==> config.mk <==
export PLATFORM = sky130hd
export DESIGN_NAME = adder
export DESIGN_NICKNAME = d
export VERILOG_FILES = /design/src/rtl/adder.sv
export SDC_FILE = /design/constraint.sdc
export NUM_CORES = 1
export LEC_CHECK = 0
export CAP_MARGIN = 25
export CORE_MARGIN = 5
export CORE_UTILIZATION = 39
export DETAILED_ROUTE_END_ITERATION = 6
export GPL_TIMING_DRIVEN = 0
export PLACE_DENSITY_LB_ADDON = 0.12
export SYNTH_ARGS = -nofsm -noshare
export SYNTH_HDL_FRONTEND = slang
export SYNTH_SLANG_ARGS = --single-unit
==> constraint.sdc <==
create_clock -name clk -period 0.8 [get_ports clk]
set_input_delay 0.08 -clock clk [delete_from_list [all_inputs] [get_ports clk]]
set_output_delay 0.08 -clock clk [all_outputs]
set_load 0.02 [all_outputs]
==> src/rtl/adder.sv <==
// Registered carry-lookahead adder.
// Adds two WIDTH-bit unsigned operands plus carry-in and registers the sum, the carry-out,
// the per-bit propagate/generate vectors and the word-level group propagate/generate used
// for cascading.
// Inside each 4-bit block the carries are flattened sum-of-products with no bit-to-bit
// ripple. The 4-bit blocks are chained through their block carries.
// Latency is one clock. One operation is accepted per cycle.
// WIDTH must be a multiple of 4 and at least 4.

module adder #(
  parameter int unsigned WIDTH = 4
) (
  input  logic             clk,
  input  logic             rst,
  input  logic             in_valid,
  input  logic [WIDTH-1:0] a,
  input  logic [WIDTH-1:0] b,
  input  logic             cin,
  output logic             out_valid,
  output logic [WIDTH-1:0] sum,
  output logic             cout,
  output logic [WIDTH-1:0] p,
  output logic [WIDTH-1:0] g,
  output logic             gp,
  output logic             gg
);

  localparam int unsigned NBLK = WIDTH / 4;

  // Combinational core results.
  logic [WIDTH-1:0] p_c;
  logic [WIDTH-1:0] g_c;
  logic [WIDTH-1:0] sum_c;
  logic             cout_c;
  logic             gp_c;
  logic             gg_c;

  // Per-block group propagate/generate, and the carry into each block.
  logic [NBLK-1:0]  blk_p;
  logic [NBLK-1:0]  blk_g;
  logic [NBLK-1:0]  blk_c;

  // Output pipeline registers.
  logic             out_valid_q;
  logic [WIDTH-1:0] sum_q;
  logic             cout_q;
  logic [WIDTH-1:0] p_q;
  logic [WIDTH-1:0] g_q;
  logic             gp_q;
  logic             gg_q;

  assign p_c = a ^ b;
  assign g_c = a & b;

  for (genvar k = 0; k < NBLK; k++) begin : gen_blk
    logic [3:0] bp;
    logic [3:0] bg;
    logic       ci;
    logic [3:0] c;

    assign bp = p_c[4*k +: 4];
    assign bg = g_c[4*k +: 4];
    assign ci = blk_c[k];

    // Flattened lookahead: every carry is a direct function of g, p and the block carry-in.
    assign c[0] = ci;
    assign c[1] = bg[0] | (bp[0] & ci);
    assign c[2] = bg[1] | (bp[1] & bg[0]) | (bp[1] & bp[0] & ci);
    assign c[3] = bg[2] | (bp[2] & bg[1]) | (bp[2] & bp[1] & bg[0])
                | (bp[2] & bp[1] & bp[0] & ci);

    assign sum_c[4*k +: 4] = bp ^ c;

    assign blk_p[k] = &bp;
    assign blk_g[k] = bg[3] | (bp[3] & bg[2]) | (bp[3] & bp[2] & bg[1])
                    | (bp[3] & bp[2] & bp[1] & bg[0]);
  end

  // Chain the block carries: the carry into block k+1 is the carry out of block k.
  always_comb begin
    blk_c    = '0;
    blk_c[0] = cin;
    for (int k = 0; k < int'(NBLK) - 1; k++) begin
      blk_c[k+1] = blk_g[k] | (blk_p[k] & blk_c[k]);
    end
  end

  // Word-level group signals. gg is the block chain evaluated with a zero carry-in.
  always_comb begin
    logic z;
    z = 1'b0;
    for (int k = 0; k < int'(NBLK); k++) begin
      z = blk_g[k] | (blk_p[k] & z);
    end
    gg_c   = z;
    gp_c   = &p_c;
    cout_c = gg_c | (gp_c & cin);
  end

  // Output stage. The data registers load every cycle, and out_valid qualifies the data.
  always_ff @(posedge clk or posedge rst) begin
    if (rst) begin
      out_valid_q <= 1'b0;
      sum_q       <= '0;
      cout_q      <= 1'b0;
      p_q         <= '0;
      g_q         <= '0;
      gp_q        <= 1'b0;
      gg_q        <= 1'b0;
    end else begin
      out_valid_q <= in_valid;
      sum_q       <= sum_c;
      cout_q      <= cout_c;
      p_q         <= p_c;
      g_q         <= g_c;
      gp_q        <= gp_c;
      gg_q        <= gg_c;
    end
  end

  assign out_valid = out_valid_q;
  assign sum       = sum_q;
  assign cout      = cout_q;
  assign p         = p_q;
  assign g         = g_q;
  assign gp        = gp_q;
  assign gg        = gg_q;

endmodule

==> insert_results.sql <==
INSERT INTO impl_metrics (metric_group, metric, value, unit) VALUES
('yosys', 'postSynthCellCount', '43', ''),
('timing', 'report.final.setup_viol', '16', ''),
('critical_path', 'timing.setup.critical_path_class', 'reg -> out', ''),
('critical_path', 'crit_path_start_kind', 'flip-flop', ''),
('power_and_ir_drop', 'total_power', '2.06', 'mW'),
('layout', 'finalNetCount', '97', ''),
('run_status', 'run_status', 'finished, violations left', ''),
('timing', 'whs', '0.0706', 'ns'),
('clocking', 'clock_tree_from_tritoncts', 'built', ''),
('yosys', 'synthesis.nets', '62', ''),
('global_routing', 'grt_antenna_before_repair', '0', ''),
('floorplan', 'design.core.area', '1510', 'µm²'),
('run_status', 'failed_checks', 'negative setup slack', ''),
('yosys', 'yosys_warnings', '0', ''),
('clocking', 'clk_root_buffer_cell', 'clkbuf_4', ''),
('global_routing', 'first_global_vias', '450', ''),
('placed_design', 'place.gp.congestion', '0.669', ''),
('floorplan', 'fp.dieArea', '2490', 'µm²'),
('route', 'detail_route.drc_violations', '0', ''),
('route', 'route.antenna.remaining_nets', '0', ''),
('yosys', 'post_synth.cell_area_avg', '14.5', 'µm²'),
('global_routing', 'grt_max_degree', '17', ''),
('global_routing', 'globalRouteOverflowTotal', '0', ''),
('critical_path', 'worstPathCellList', 'buf_6', ''),
('job', 'drv.max_cap_violation_count', '0', ''),
('route', 'initialDrtViolationCount', '2', ''),
('floorplan', 'io_pins', '28', ''),
('power_and_ir_drop', 'total_leakage_power', '0.519', 'nW'),
('layout', 'post_layout_nonfiller_instances', '93', ''),
('layout', 'leading_cell_type_in_the_layout_fill_and_taps_excluded', 'buf_6', ''),
('layout', 'layout.filler_cells', '118', ''),
('power_and_ir_drop', 'cellPowerDensity', '1960', 'nW/µm²'),
('critical_path', 'crit_fanout', '1', ''),
('route', 'route.vias.total', '435', ''),
('critical_path', 'critical_path.n_buffers_inverters', '1', ''),
('route', 'routed_wire_length', '1260', 'µm'),
('floorplan', 'rows', '14', ''),
('layout', 'drive_gt1_share', '50.6', '%'),
('worst_hold_path', 'timing.hold.worst.start', 'b[2]', ''),
('critical_path', 'cpLargestDelayFamily', 'flip-flops', ''),
('clocking', 'cts_hold_buffers', '0', ''),
('layout', 'fin_util', '69.7', '%'),
('clocking', 'clkSlewWorstSetupHoldPaths', '0.09', 'ns'),
('critical_path', 'slowest_delay', '0.39', 'ns'),
('yosys', 'seq_area_frac_synth', '64.4', '%'),
('clocking', 'numCtsBuffers', '3', ''),
('timing', 'fmax', '1140', 'MHz'),
('timing', 'period_share', '110', '%'),
('placed_design', 'dpl.hpwl', '977', 'µm'),
('clocking', 'tritoncts_num_sinks', '16', ''),
('timing', 'min_period', '0.880', 'ns'),
('placed_design', 'placed_cells_incl_taps', '86', ''),
('timing', 'tightestPinTransition', '0.585', 'ns'),
('timing', 'finalHoldViolCount', '0', ''),
('layout', 'areaGrowthSynthToFinish', '68.8', '%'),
('worst_hold_path', 'worst_hold_path.num_cells', '2', ''),
('timing', 'slew_viol_final', '0', ''),
('clocking', 'ctsLongestPathBuffers', '2', ''),
('clocking', 'cts-htree-levels', '1', ''),
('timing', 'final.setup.worst_slack', '-0.0797', 'ns'),
('floorplan', 'die_x', '49.9', 'µm'),
('yosys', 'synth.distinct_cells', '14', ''),
('critical_path', 'worstPathArrival', '0.80', 'ns'),
('route', 'drt_pre_antenna_iters', '2', ''),
('timing', 'timing.slew.headroom', '61.0', '%'),
('yosys', 'synth_register_bits', '16', ''),
('placed_design', 'buffer_ports.inserted', '27', ''),
('global_routing', 'gr-usage-all-layers', '11.6', '%'),
('global_routing', 'wire_length_of_the_first_global_routing_pass', '2170', 'µm'),
('critical_path', 'end_kind', 'primary output', ''),
('route', 'vias_per_cell', '4.68', ''),
('critical_path', 'cp_data_required_time', '0.72', 'ns'),
('timing', 'grt_setup_unrepaired', 'yes', ''),
('worst_hold_path', 'min_delay_worst_endpoint', 'g[2]', ''),
('power_and_ir_drop', 'peakVddDrop', '1230', 'µV'),
('floorplan', 'start_util', '41.3', '%'),
('layout', 'insertedDiodeCount', '0', ''),
('route', 'wire_per_inst', '13.5', 'µm'),
('floorplan', 'die_height', '49.9', 'µm'),
('yosys', 'syn-cell-area', '622', 'µm²'),
('layout', 'mostFrequentLayoutCells', '17 x buf_6, 16 x dfrtp_1, 6 x inv_1, 5 x buf_2, 4 x ha_4', ''),
('worst_hold_path', 'min_path_type', 'in -> reg', ''),
('timing', 'tns', '-1.07', 'ns'),
('critical_path', 'cp_slowest_cell', 'dfrtp_1', '');
-- cell families after synthesis --
| kind of cell | synth area share, % |
|---|---|
| xor+xnor | 4.23 |
| buf+inv | 3.62 |
| fa+ha+maj | 15.3 |
| simple gates | 2.82 |
| flops | 64.4 |
| compound gates | 9.66 |
-- cell usage after synthesis --
| library cell | instances | share of area (%) |
|---|---|---|
| o21ai_0 | 1 | 0.80 |
| nand2_1 | 2 | 1.2 |
| a31oi_1 | 1 | 1.0 |
| a21oi_1 | 1 | 0.80 |
| dfrtp_1 | 16 | 64 |
| a31o_2 | 1 | 1.4 |
| a21o_1 | 2 | 2.4 |
| a31oi_2 | 1 | 2.0 |
| ha_1 | 6 | 12 |
| fa_1 | 1 | 3.2 |
| a21boi_1 | 1 | 1.2 |
| xnor2_1 | 3 | 4.2 |
| inv_1 | 6 | 3.6 |
| and4_2 | 1 | 1.6 |
-- timing repair --
action                     in CTS  in global routing
gates resized for setup       121                  5
setup endpoints to repair      23                 21
pin swaps                       6                  7
setup buffers                   3                  0
-- state kept, by name, indices dropped and copies added (netlist names) --
name       flops
sum            4
cout           1
out_valid      1
p              4
gp             1
g              4
gg             1
-- area by class of cell --
type | count | area (µm²) | share of cell area, %
clock buffers | 4 | 36.3 | 3.46
inverters | 6 | 22.5 | 2.15
multi-input cells | 21 | 284 | 27.1
flip-flops and latches | 16 | 400 | 38.1
well taps | 16 | 20.0 | 1.91
repair buffers | 30 | 287 | 27.3
-- metal layers --
layer  global-route usage [%]  part of all wire (%)  vias up
met5                        0                     0        -
li1                         -                     -      210
met3                     3.31                   6.7        2
met4                     7.86                  0.95        0
met1                     13.6                    40      208
met2                     18.0                    53       15
-- report_power, final --
group	leakage [nW]	switching (mW)	internal [mW]
sequential	0.194	0.0372	0.894
clock	0.0210	0.235	0.277
combinational	0.303	0.290	0.328
-- worst max path at each step --
| stage | startpoint | end | slack [ns] | depth (start not counted) |
|---|---|---|---|---|
| after floorplan | a[2] | sum[3] | -0.08 | 4 |
| after CTS | g[3] | g[3] | -0.1 | 1 |
| final | g[3] | g[3] | -0.08 | 1 |
| after detailed placement | a[0] | sum[3] | -0.68 | 5 |
| after global routing | p[0] | p[0] | -0.12 | 1 |
| after global placement | a[0] | sum[3] | -0.66 | 5 |
-- per-stage QoR --
step / setup slack (ns) / cell area (µm²)
6_report: -0.0797 / 1050
5_1_grt: -0.124 / 1050
4_1_cts: -0.0984 / 1050
3_5_place_dp: -0.682 / 975
3_3_place_gp: -0.661 / 975
2_1_floorplan: -0.0834 / 684
Power figures use the tool's default switching activity.
